### src/rtl/idft_pkg.sv
// idft_pkg: shared constants, state encoding and saturation helpers for the inverse DFT
package idft_pkg;
  localparam logic signed [31:0] CORDIC_KINV_Q24 = 32'sd10188013;
  localparam logic signed [31:0] QUARTER_PI_Q24  = 32'sd13176795;
  localparam logic signed [31:0] TWO_PI_Q24      = 32'sd105414357;
  localparam logic signed [31:0] ATAN_LUT_Q24 [0:25] = '{
    32'sd13176795, 32'sd7778716, 32'sd4110060, 32'sd2086331, 32'sd1047214,
    32'sd524117,   32'sd262123,  32'sd131069,  32'sd65536,   32'sd32768,
    32'sd16384,    32'sd8192,    32'sd4096,    32'sd2048,    32'sd1024,
    32'sd512,      32'sd256,     32'sd128,     32'sd64,      32'sd32,
    32'sd16,       32'sd8,       32'sd4,       32'sd2,       32'sd1,
    32'sd0
  };
  typedef enum logic [1:0] {ST_LOAD, ST_TERM, ST_CORDIC, ST_EMIT} state_t;
  function automatic logic signed [31:0] neg_sat(input logic signed [31:0] v);
    return (v == 32'sh80000000) ? 32'sh7fffffff : -v;
  endfunction
  function automatic logic signed [31:0] sat32(input logic signed [35:0] v);
    return (&v[35:31] || ~|v[35:31]) ? v[31:0] : (v[35] ? 32'sh80000000 : 32'sh7fffffff);
  endfunction
endpackage

### src/rtl/idft_cordic_seq_cordic.sv
// cordic_rotate_iter: iterative rotation-mode CORDIC with gain compensation applied up front
module cordic_rotate_iter import idft_pkg::*; #(
  parameter int ITER = 24
) (
  input  logic               clk,
  input  logic               rst_n,
  input  logic               enable,
  input  logic               start,
  input  logic signed [31:0] x_in,
  input  logic signed [31:0] y_in,
  input  logic signed [31:0] z_in,
  output logic               done,
  output logic signed [31:0] x_out,
  output logic signed [31:0] y_out
);
  localparam int CW = $clog2(ITER + 1);
  logic signed [31:0] x_q, x_d, y_q, y_d, z_q, z_d, atan;
  logic [CW-1:0] cnt_q, cnt_d;
  logic run_q, run_d, done_q, done_d, last;
  assign atan  = ATAN_LUT_Q24[cnt_q];
  assign last  = cnt_q == CW'(ITER - 1);
  assign done  = done_q;
  assign x_out = x_q;
  assign y_out = y_q;
  // start loads Kinv-scaled operands; each later enabled cycle performs one micro-rotation
  always_comb begin
    x_d = x_q;
    y_d = y_q;
    z_d = z_q;
    cnt_d = cnt_q;
    run_d = run_q;
    done_d = done_q;
    if (enable) begin
      done_d = run_q && last;
      if (start) begin
        x_d = 32'((64'(x_in) * 64'(CORDIC_KINV_Q24)) >>> 24);
        y_d = 32'((64'(y_in) * 64'(CORDIC_KINV_Q24)) >>> 24);
        z_d = z_in;
        cnt_d = '0;
        run_d = 1'b1;
      end else if (run_q) begin
        x_d = z_q[31] ? x_q + (y_q >>> cnt_q) : x_q - (y_q >>> cnt_q);
        y_d = z_q[31] ? y_q - (x_q >>> cnt_q) : y_q + (x_q >>> cnt_q);
        z_d = z_q[31] ? z_q + atan : z_q - atan;
        cnt_d = cnt_q + CW'(1);
        run_d = !last;
      end
    end
  end
  // iteration state register
  always_ff @(posedge clk or negedge rst_n) begin
    if (!rst_n) begin
      x_q <= '0;
      y_q <= '0;
      z_q <= '0;
      cnt_q <= '0;
      run_q <= 1'b0;
      done_q <= 1'b0;
    end else begin
      x_q <= x_d;
      y_q <= y_d;
      z_q <= z_d;
      cnt_q <= cnt_d;
      run_q <= run_d;
      done_q <= done_d;
    end
  end
endmodule

### src/rtl/idft_cordic_seq.sv
// idft_cordic_seq: 8-point inverse DFT time-multiplexing one iterative CORDIC over all terms
module idft_cordic_seq import idft_pkg::*; #(
  parameter int N    = 8,
  parameter int ITER = 24,
  parameter int W    = 32
) (
  input  logic         clock,
  input  logic         reset,
  input  logic         enable,
  input  logic         in_valid,
  output logic         in_ready,
  input  logic [W-1:0] in_re,
  input  logic [W-1:0] in_im,
  output logic         out_valid,
  input  logic         out_ready,
  output logic [W-1:0] out_re,
  output logic [W-1:0] out_im,
  output logic [2:0]   out_index,
  output logic         out_last,
  output logic         busy
);
  state_t state_q, state_d;
  logic [W-1:0] bin_re_q [N];
  logic [W-1:0] bin_im_q [N];
  logic [2:0] k_q, k_d, n_q, n_d, m;
  logic signed [35:0] acc_re_q, acc_re_d, acc_im_q, acc_im_d, sum_re, sum_im;
  logic signed [W-1:0] b_re, b_im, pr_re, pr_im, c_re, c_im, add_re, add_im;
  logic signed [W-1:0] out_re_q, out_re_d, out_im_q, out_im_d;
  logic in_fire, out_fire, acc_fire, c_done;
  assign m = k_q * n_q;
  assign b_re = bin_re_q[k_q];
  assign b_im = bin_im_q[k_q];
  assign pr_re = (m[2:1] == 2'd0) ? b_re : (m[2:1] == 2'd1) ? neg_sat(b_im) : (m[2:1] == 2'd2) ? neg_sat(b_re) : b_im;
  assign pr_im = (m[2:1] == 2'd0) ? b_im : (m[2:1] == 2'd1) ? b_re : (m[2:1] == 2'd2) ? neg_sat(b_im) : neg_sat(b_re);
  assign add_re = (state_q == ST_CORDIC) ? c_re : pr_re;
  assign add_im = (state_q == ST_CORDIC) ? c_im : pr_im;
  assign sum_re = acc_re_q + 36'(add_re);
  assign sum_im = acc_im_q + 36'(add_im);
  // handshakes are gated by enable so a frozen block never completes a transfer
  assign in_ready  = enable && state_q == ST_LOAD;
  assign out_valid = enable && state_q == ST_EMIT;
  assign in_fire   = in_valid && in_ready;
  assign out_fire  = out_valid && out_ready;
  assign acc_fire  = enable && ((state_q == ST_TERM && !m[0]) || (state_q == ST_CORDIC && c_done));
  assign busy      = state_q != ST_LOAD;
  assign out_index = n_q;
  assign out_last  = state_q == ST_EMIT && n_q == 3'd7;
  assign out_re    = out_re_q;
  assign out_im    = out_im_q;
  cordic_rotate_iter #(.ITER(ITER)) u_cordic (
    .clk   (clock),
    .rst_n (reset),
    .enable(enable),
    .start (state_q == ST_TERM && m[0]),
    .x_in  (pr_re),
    .y_in  (pr_im),
    .z_in  (QUARTER_PI_Q24),
    .done  (c_done),
    .x_out (c_re),
    .y_out (c_im)
  );
  // sequencing: load bins, walk k per sample (even m direct, odd m via CORDIC), emit, next n
  always_comb begin
    state_d = state_q;
    k_d = k_q;
    n_d = n_q;
    acc_re_d = acc_re_q;
    acc_im_d = acc_im_q;
    out_re_d = out_re_q;
    out_im_d = out_im_q;
    if (in_fire) begin
      k_d = k_q + 3'd1;
      state_d = (k_q == 3'd7) ? ST_TERM : ST_LOAD;
    end
    if (acc_fire) begin
      acc_re_d = sum_re;
      acc_im_d = sum_im;
      k_d = k_q + 3'd1;
      state_d = (k_q == 3'd7) ? ST_EMIT : ST_TERM;
      out_re_d = (k_q == 3'd7) ? sat32(sum_re >>> 3) : out_re_q;
      out_im_d = (k_q == 3'd7) ? sat32(sum_im >>> 3) : out_im_q;
    end else if (enable && state_q == ST_TERM) begin
      state_d = ST_CORDIC;
    end
    if (out_fire) begin
      acc_re_d = '0;
      acc_im_d = '0;
      k_d = 3'd0;
      n_d = n_q + 3'd1;
      state_d = (n_q == 3'd7) ? ST_LOAD : ST_TERM;
    end
  end
  // state, accumulator, output and bin register file
  always_ff @(posedge clock or negedge reset) begin
    if (!reset) begin
      state_q <= ST_LOAD;
      k_q <= '0;
      n_q <= '0;
      acc_re_q <= '0;
      acc_im_q <= '0;
      out_re_q <= '0;
      out_im_q <= '0;
      for (int i = 0; i < N; i++) begin
        bin_re_q[i] <= '0;
        bin_im_q[i] <= '0;
      end
    end else begin
      state_q <= state_d;
      k_q <= k_d;
      n_q <= n_d;
      acc_re_q <= acc_re_d;
      acc_im_q <= acc_im_d;
      out_re_q <= out_re_d;
      out_im_q <= out_im_d;
      if (in_fire) begin
        bin_re_q[k_q] <= in_re;
        bin_im_q[k_q] <= in_im;
      end
    end
  end
endmodule
### config.mk
export PLATFORM = sky130hd
export DESIGN_NAME = idft_cordic_seq
export DESIGN_NICKNAME = d
export VERILOG_FILES = /design/src/rtl/idft_pkg.sv /design/src/rtl/idft_cordic_seq_cordic.sv /design/src/rtl/idft_cordic_seq.sv
export SDC_FILE = /design/constraint.sdc
export NUM_CORES = 2
export LEC_CHECK = 0
export ABC_AREA = 1
export CORE_AREA = 5 5 582 296
export DETAILED_ROUTE_END_ITERATION = 10
export DIE_AREA = 0 0 587 301
export GPL_ROUTABILITY_DRIVEN = 0
export GPL_TIMING_DRIVEN = 0
export PLACE_DENSITY = 0.68
export SETUP_SLACK_MARGIN = 0.15
export SYNTH_ARGS = -nofsm -noshare
export SYNTH_HDL_FRONTEND = slang
export SYNTH_SLANG_ARGS = --single-unit
### constraint.sdc
create_clock -name clock -period 10.98 [get_ports clock]
set_clock_uncertainty 0.2 [all_clocks]
set_input_delay 2.196 -clock clock [delete_from_list [all_inputs] [get_ports clock]]
set_output_delay 2.196 -clock clock [all_outputs]
set_load 0.02 [all_outputs]
# Word-level counts from Yosys, hierarchy flattened

Memories as Yosys holds them, arrays and structs flattened.
Index checks and enable logic that the tools add are counted.
W data, S select, Z words.

Register bits after elaboration: 759
ROM bits: 1024
Bits of input ports: 69
Output and inout port bits: 71
Logic and storage cells: 148
Memories: 1

Memory list:

| name             | depth | bits a word | rd ports | clocked after memory_dff | write ports | line                         | RTL |
|---|---|---|---|---|---|---|---|
| (name not given) | 32    | 32          | 1        | 0                        | 0           | idft_cordic_seq_cordic.sv:20 | `assign atan = ATAN_LUT_Q24[cnt_q];` |

Add/sub/neg operators: 13
Multiply operators: 3
Order comparisons: 3
Equal/unequal tests: 10
Shift operators: 2
Mux-type cells: 53
Bitwise gates (word level): 2
Reductions and logical operators: 32

Operators by type and width:

| cell                     | count |
|---|---|
| $mux W32                 | 30 |
| $bwmux W256              | 2 |
| $bmux W32 S3             | 2 |
| $mux W36                 | 4 |
| $mul A32 B25 Y56 const B | 2 |
| $add A32 B32 Y32         | 3 |
| $demux W32 S3            | 1 |
| $sub A32 B32 Y32         | 3 |
| $add A36 B32 Y36         | 2 |
| $eq A32 B32 Y1 const B   | 2 |
| $neg A32 Y32             | 2 |
| $sshr A32 B5 Y32         | 2 |
| $logic_and A1 B1 Y1      | 12 |
| $mux W2                  | 5 |
| $mux W5                  | 2 |
| $mux W3                  | 3 |
| $reduce_and A2 Y1        | 4 |
| $add A3 B1 Y3 const B    | 2 |
| $eq A2 B2 Y1 const B     | 3 |
| $eq A3 B3 Y1 const B     | 2 |
| $ge A6 B6 Y1 const B     | 1 |
| $not A5 Y6               | 1 |
| $reduce_bool A2 Y1       | 3 |
| $add A5 B1 Y5 const B    | 1 |
| 13 further kinds         | 24 |

# Longest topological paths before layout

Word-level depth: 15
Depth in mapped cells: 54

# Modules after synthesis

A second synthesis with hierarchy kept.

Cell total of the unflattened synthesis: 11301
Area, all modules: 86849.5 um^2

Modules (own cells, without submodules):

| module             | instances | cells each | area an instance (um^2) | seq. area each (um^2) |
|---|---|---|---|---|
| cordic_rotate_iter | 1         | 6366       | 48574.1                 | 2577.5 |
| idft_cordic_seq    | 1         | 4935       | 38275.5                 | 16415.7 |

# Worst setup path after synthesis

OpenSTA, ideal clock, no wires.

Kind: reg2reg
Start: register k_q[0]
End: register u_cordic.x_q[25], in the netlist u_cordic.x_out[25]
Setup time: 117 ps
Arrival: 8889 ps
Setup slack: 1774 ps
Cell stages (with the launch flop): 46
Buffers on the path: 7
Clock period less this slack: 9206 ps
Cells stage by stage: dfrtp_1 buf_6 buf_6 buf_6 buf_6 nand2_2 o22ai_1 nor2_1 o2111ai_1 inv_1 ha_1 nand2_1 nor2_4 nand2_4 nor2_8 nand3_2 buf_6 buf_6 (+10 left out) fa_1 fa_1 inv_1 fa_1 inv_1 ha_1 a21oi_1 inv_1 a31oi_1 inv_1 a21oi_1 a21oi_1 a2111oi_0 nand3b_1 nand3_1 nand2_1 nand2_1 nand2_1

Word-level cells in the longest chain between the ends: 11

RTL lines:

| what                                                  | line                                         | RTL |
|---|---|---|
| from (decl)                                           | idft_cordic_seq.sv:25                        | `logic [2:0] k_q, k_d, n_q, n_d, m;` |
| from (signal assigned)                                | idft_cordic_seq.sv:109                       | `k_q <= k_d;` |
| $not A3 Y4 (not written as such)                      | idft_cordic_seq.sv:31, idft_cordic_seq.sv:32 |  |
| $bmux W32 S3                                          | idft_cordic_seq.sv:31                        | `assign b_re = bin_re_q[k_q];` |
| $mux W32 (not written as such) (2 in series)          | idft_cordic_seq.sv:31                        |  |
| $neg A32 Y32 / $eq A32 B32 Y1 (equally long branches) | idft_pkg.sv:16                               | `return (v == 32'sh80000000) ? 32'sh7fffffff : -v;` |
| $mux W32                                              | idft_pkg.sv:16                               |  |
| $mux W32 (3 in series)                                | idft_cordic_seq.sv:33                        | `assign pr_re = (m[2:1] == 2'd0) ? b_re : (m[2:1] == 2'd1) ? neg_sat(b_im) : (m[2:1] == 2'd2) ? neg_sat(b_re) : ...` |
| $mul A32 B25 Y56                                      | idft_cordic_seq_cordic.sv:36                 | `x_d = 32'((64'(x_in) * 64'(CORDIC_KINV_Q24)) >>> 24);` |
| $mux W32                                              | idft_cordic_seq_cordic.sv:35                 | `if (start) begin` |
| to (signal assigned)                                  | idft_cordic_seq_cordic.sv:53                 | `x_q <= '0;` |
| to (signal assigned)                                  | idft_cordic_seq_cordic.sv:60                 | `x_q <= x_d;` |
| to (decl)                                             | idft_cordic_seq_cordic.sv:17                 | `logic signed [31:0] x_q, x_d, y_q, y_d, z_q, z_d, atan;` |

Several ways; a longest one is shown, not always the timed one. The select of a mux whose other input is x is not followed.
A chain may end at the register's enable or synchronous reset.

# Final worst setup path

Start: register k_q[1]
End: register u_cordic.y_q[15], in the netlist u_cordic.y_out[15]

Word-level cells in the longest chain between the ends: 11

RTL lines:

| what                                                  | line                                         | RTL |
|---|---|---|
| $not A3 Y4 (not written as such)                      | idft_cordic_seq.sv:31, idft_cordic_seq.sv:32 |  |
| $bmux W32 S3, on equally long branches                | idft_cordic_seq.sv:31, idft_cordic_seq.sv:32 |  |
| $mux W32, on equally long branches (2 in series)      | idft_cordic_seq.sv:31, idft_cordic_seq.sv:32 |  |
| $neg A32 Y32 / $eq A32 B32 Y1 (equally long branches) | idft_pkg.sv:16                               |  |
| $mux W32                                              | idft_pkg.sv:16                               |  |
| $mux W32 (2 in series)                                | idft_cordic_seq.sv:34                        | `assign pr_im = (m[2:1] == 2'd0) ? b_im : (m[2:1] == 2'd1) ? b_re : (m[2:1] == 2'd2) ? neg_sat(b_im) : neg_sat( ...` |
| $mux W32 *                                            | idft_cordic_seq.sv:34                        |  |
| $mul A32 B25 Y56 *                                    | idft_cordic_seq_cordic.sv:37                 | `y_d = 32'((64'(y_in) * 64'(CORDIC_KINV_Q24)) >>> 24);` |
| $mux W32 *                                            | idft_cordic_seq_cordic.sv:35                 |  |
| to (signal assigned)                                  | idft_cordic_seq_cordic.sv:61                 | `y_q <= y_d;` |
| to (decl)                                             | idft_cordic_seq_cordic.sv:17                 |  |

Mark *: on every way between the ends. The rest lies on a longest branch, timed or not. The select of a mux whose other input is x is not followed.

==> impl_metrics.toml <==
[final_layout]
fin_util_pct = 56.6
layout-area-overhead-vs-synth_pct = 9.27
fin_nets = 13100
drive_gt1_share_pct = 7.46
sequential_cell_area_sq_um = 19000
filler_cell_count = 15700
final_area_sq_um = 94200
area_occupied_by_multi_input_gates_sq_um = 58200

[clock_tree]
clkLatencyLatePin_ns = 0.75
numClockSinks = 759
tritoncts = "yes"
clock_path_buffers = 3
numCtsBuffers = 78
cts_clock_pin_slew_for_the_worst_setup_and_hold_paths_ns = 0.07
clock-root-buffer = "clkbuf_16"
clock_tree.htree_level_count = 3
cts_hold_buf = 0

[global_route]
grt_use_total_pct = 35.2
grt_first_pass_wirelength_mm = 474
globalRoute.totalOverflow = 0
busiest_layer = "met2"
antenna_found_initial = 23
use_met2_pct = 50.7
global_route.usage.met3_pct = 11.4
number_of_global_route_vias_before_repair = 76900
grt_start_max_net_pins = 110
met1_layer_usage_reported_by_global_route_pct = 48.0

[floorplan]
floorplan.io_pins = 140
fp.dieW_um = 587
core_sq_um = 166000
die_h_um = 301
placementRows = 106
effective_utilization_at_floorplan_pct = 51.8
die_outline_area_sq_um = 177000

[critical_path]
arrival_ns = 11.16
regToRegStartpoint = "k_q[1]$_DFFE_PN0P_"
setup.worst_path.start_class = "flip-flop"
worst_setup_path_end_kind = "flip-flop"
criticalPathCategory = "reg2reg"
r2r-end = "u_cordic.y_out[15]$_DFFE_PN0P_"
r2r_setup_slack_ns = 0.29
worstPathMaxFanout = 11
critPathRequiredTime_ns = 11.45
cpMaxStageDelayCell = "fa_1"
slowest_stage_delay_cp_ns = 0.55
rr_worst_depth = 44

[timing]
hold_violations = 0
layout_min_cycle_time_ns = 10.69
relSlewSlack_pct = -1.48
fmaxAchievable_ghz = 0.0936
rsz0062_at_grt = "yes"
period_share_pct = 97.3
setup_violations = 0
max_slew.worst_pin.slew_ns = 1.52
hold_ws_ns = 0.280
timing_max_transition_violations_final = 11

[route]
drt_drc_violations_left = 0
detail_route.vias_per_cell = 5.84
detailed_route_iter0_violations = 10300
drt_pass1_iterations = 11
totalWireLength_mm = 319
wl_per_cell_um = 23.1
detailroute.via_count = 80500
postRouteAntennaNets = 0

[logic_synthesis]
cell_with_the_most_instances_after_synthesis = "nand2_1"
yosysWarnings = 0
synth_top_flop_cell = "dfrtp_1"
asyncSetResetFlopFracSynth_pct = 100
synth_top_cell_area_share_pct = 22.0
ys_seq_area_share_pct = 22.0
synth_cell_types = 79
yosysTopAreaCell = "dfrtp_1"
synth_cells = 11300
ys_seq_elements = 759
post_synthesis_average_cell_area_sq_um = 7.65
edff_count_synth = 0
mappedNetlistNets = 12800
post_synth_instance_area_sq_um = 86200
synth.top_cells.by_area = "dfrtp_1, fa_1, nand2_1, ha_1, inv_1"
ys_top_cells_by_count = "nand2_1, inv_1, o21ai_0, ha_1, dfrtp_1"

[hold_path]
holdPathStages = 2
worst_hold_path.endpoint = "out_im[16]$_DFFE_PN0P_"
hold_path_class = "reg2reg"
timing.hold.worst.start = "out_im[16]$_DFFE_PN0P_"

[status]
violations = "capacitance limit, slew limit"
result_of_the_run = "finished, violations left"

[place]
placement.io_buffers = 112
place_area_sq_um = 90700
detailed_place_hpwl_mm = 254

[flow_run]
maxCapViolations = 1
==> timing repair <==
| action | CTS | global route |
|---|---|---|
| cloned | 1 | 0 |
| endpoints found under the setup margin | 58 | 60 |
| resized for setup | 37 | 141 |
| pin swaps | 0 | 13 |
| endpoints found under the hold margin | 0 | 0 |
| setup buffers | 3 | 21 |
==> through the flow <==
stage	setup TNS, ns	setup slack (ns)	instances
3_3_place_gp	-	-28.69	13600
3_5_place_dp	-9.25	-0.599	13600
6_report	0	0.292	13800
5_1_grt	0	0.0466	13800
2_1_floorplan	0	1.77	11300
4_1_cts	0	0.147	13800
==> routing by layer <==
| metal | vias to the layer above | wire length, um |
|---|---|---|
| li1 | 36300 | - |
| met1 | 38400 | 128000 |
| met2 | 4799 | 129000 |
| met3 | 1065 | 43500 |
| met4 | 22 | 18400 |
| met5 | - | 206 |
==> cell type report <==
cell class / count / share of cell area [%]
Antenna cell: 10 / 0.0266
Buffer: 389 / 2.20
Clock buffer: 109 / 2.41
Clock inverter: 28 / 0.343
Inverter: 2031 / 8.12
Multi-Input combinational cell: 8084 / 61.8
Sequential cell: 759 / 20.2
Tap cell: 2214 / 2.94
Timing Repair Buffer: 163 / 1.93
Timing Repair inverter: 1 / 0.00532
==> layout by cell type (no fill, tap or decap), types with 26 or more instances in the layout <==
master	count
nand2_1	2745
inv_1	1979
o21ai_0	945
ha_1	765
dfrtp_1	758
fa_1	710
nor2_1	577
a21oi_1	515
nand3_1	329
xor2_1	247
clkbuf_1	204
mux2_2	191
clkdlybuf4s50_1	111
xnor2_1	81
clkbuf_16	78
o21ai_1	61
buf_2	56
a31oi_1	55
o22ai_1	53
nor3_1	53
buf_4	52
o211ai_1	47
o21a_1	46
or2_2	44
a22o_1	42
a21o_1	40
nand4_1	38
nand2_2	37
buf_1	36
inv_2	35
o21bai_1	35
buf_6	34
nor2_2	31
o221ai_1	31
clkbuf_2	29
nand3b_1	26
==> worst max path at each step <==
stage | startpoint | cells after the start | endpoint
2_1_floorplan | k_q[0]$_DFFE_PN0P_ | 45 | u_cordic.x_out[25]$_DFFE_PN0P_
5_1_grt | k_q[1]$_DFFE_PN0P_ | 48 | u_cordic.y_out[21]$_DFFE_PN0P_
3_5_place_dp | k_q[2]$_DFFE_PN0P_ | 45 | u_cordic.y_out[21]$_DFFE_PN0P_
4_1_cts | k_q[1]$_DFFE_PN0P_ | 48 | u_cordic.x_out[25]$_DFFE_PN0P_
6_report | k_q[1]$_DFFE_PN0P_ | 44 | u_cordic.y_out[15]$_DFFE_PN0P_
3_3_place_gp | reset | 1 | bin_re_q[22]$_DFFE_PN0P_
==> critical path: cells and delay by family (launching register included) <==
kind	cells	cell delay, ns
AO/OA/AOI/OAI	8	1.78
adder cells (fa/ha/maj)	9	4.13
buffers and inverters	11	1.61
flip-flops	1	0.50
AND/OR/NAND/NOR	16	2.39
==> sequential cells by signal (all words and copies together) (netlist names), 2 cells and up <==
register	count
u_cordic.x_out	32
acc_im_q	36
bin_im_q	256
bin_re_q	256
out_im	32
acc_re_q	36
u_cordic.z_q	32
k_q	3
out_re	32
u_cordic.cnt_q	5
u_cordic.y_out	32
state_q	2
out_index	3
==> logic make-up after synthesis <==
family	share of synthesized area, %
buffers and inverters	11.2
adders and majority gates	27.9
muxes	2.79
xor gates and xnor gates	3.52
and+or+nand+nor	19.1
DFF	22.0
AOI/OAI and AO/OA	13.4
Power is left out: the tool's default activity adds up to more than one toggle a clock period on the data nets, which glitch-free logic cannot reach.
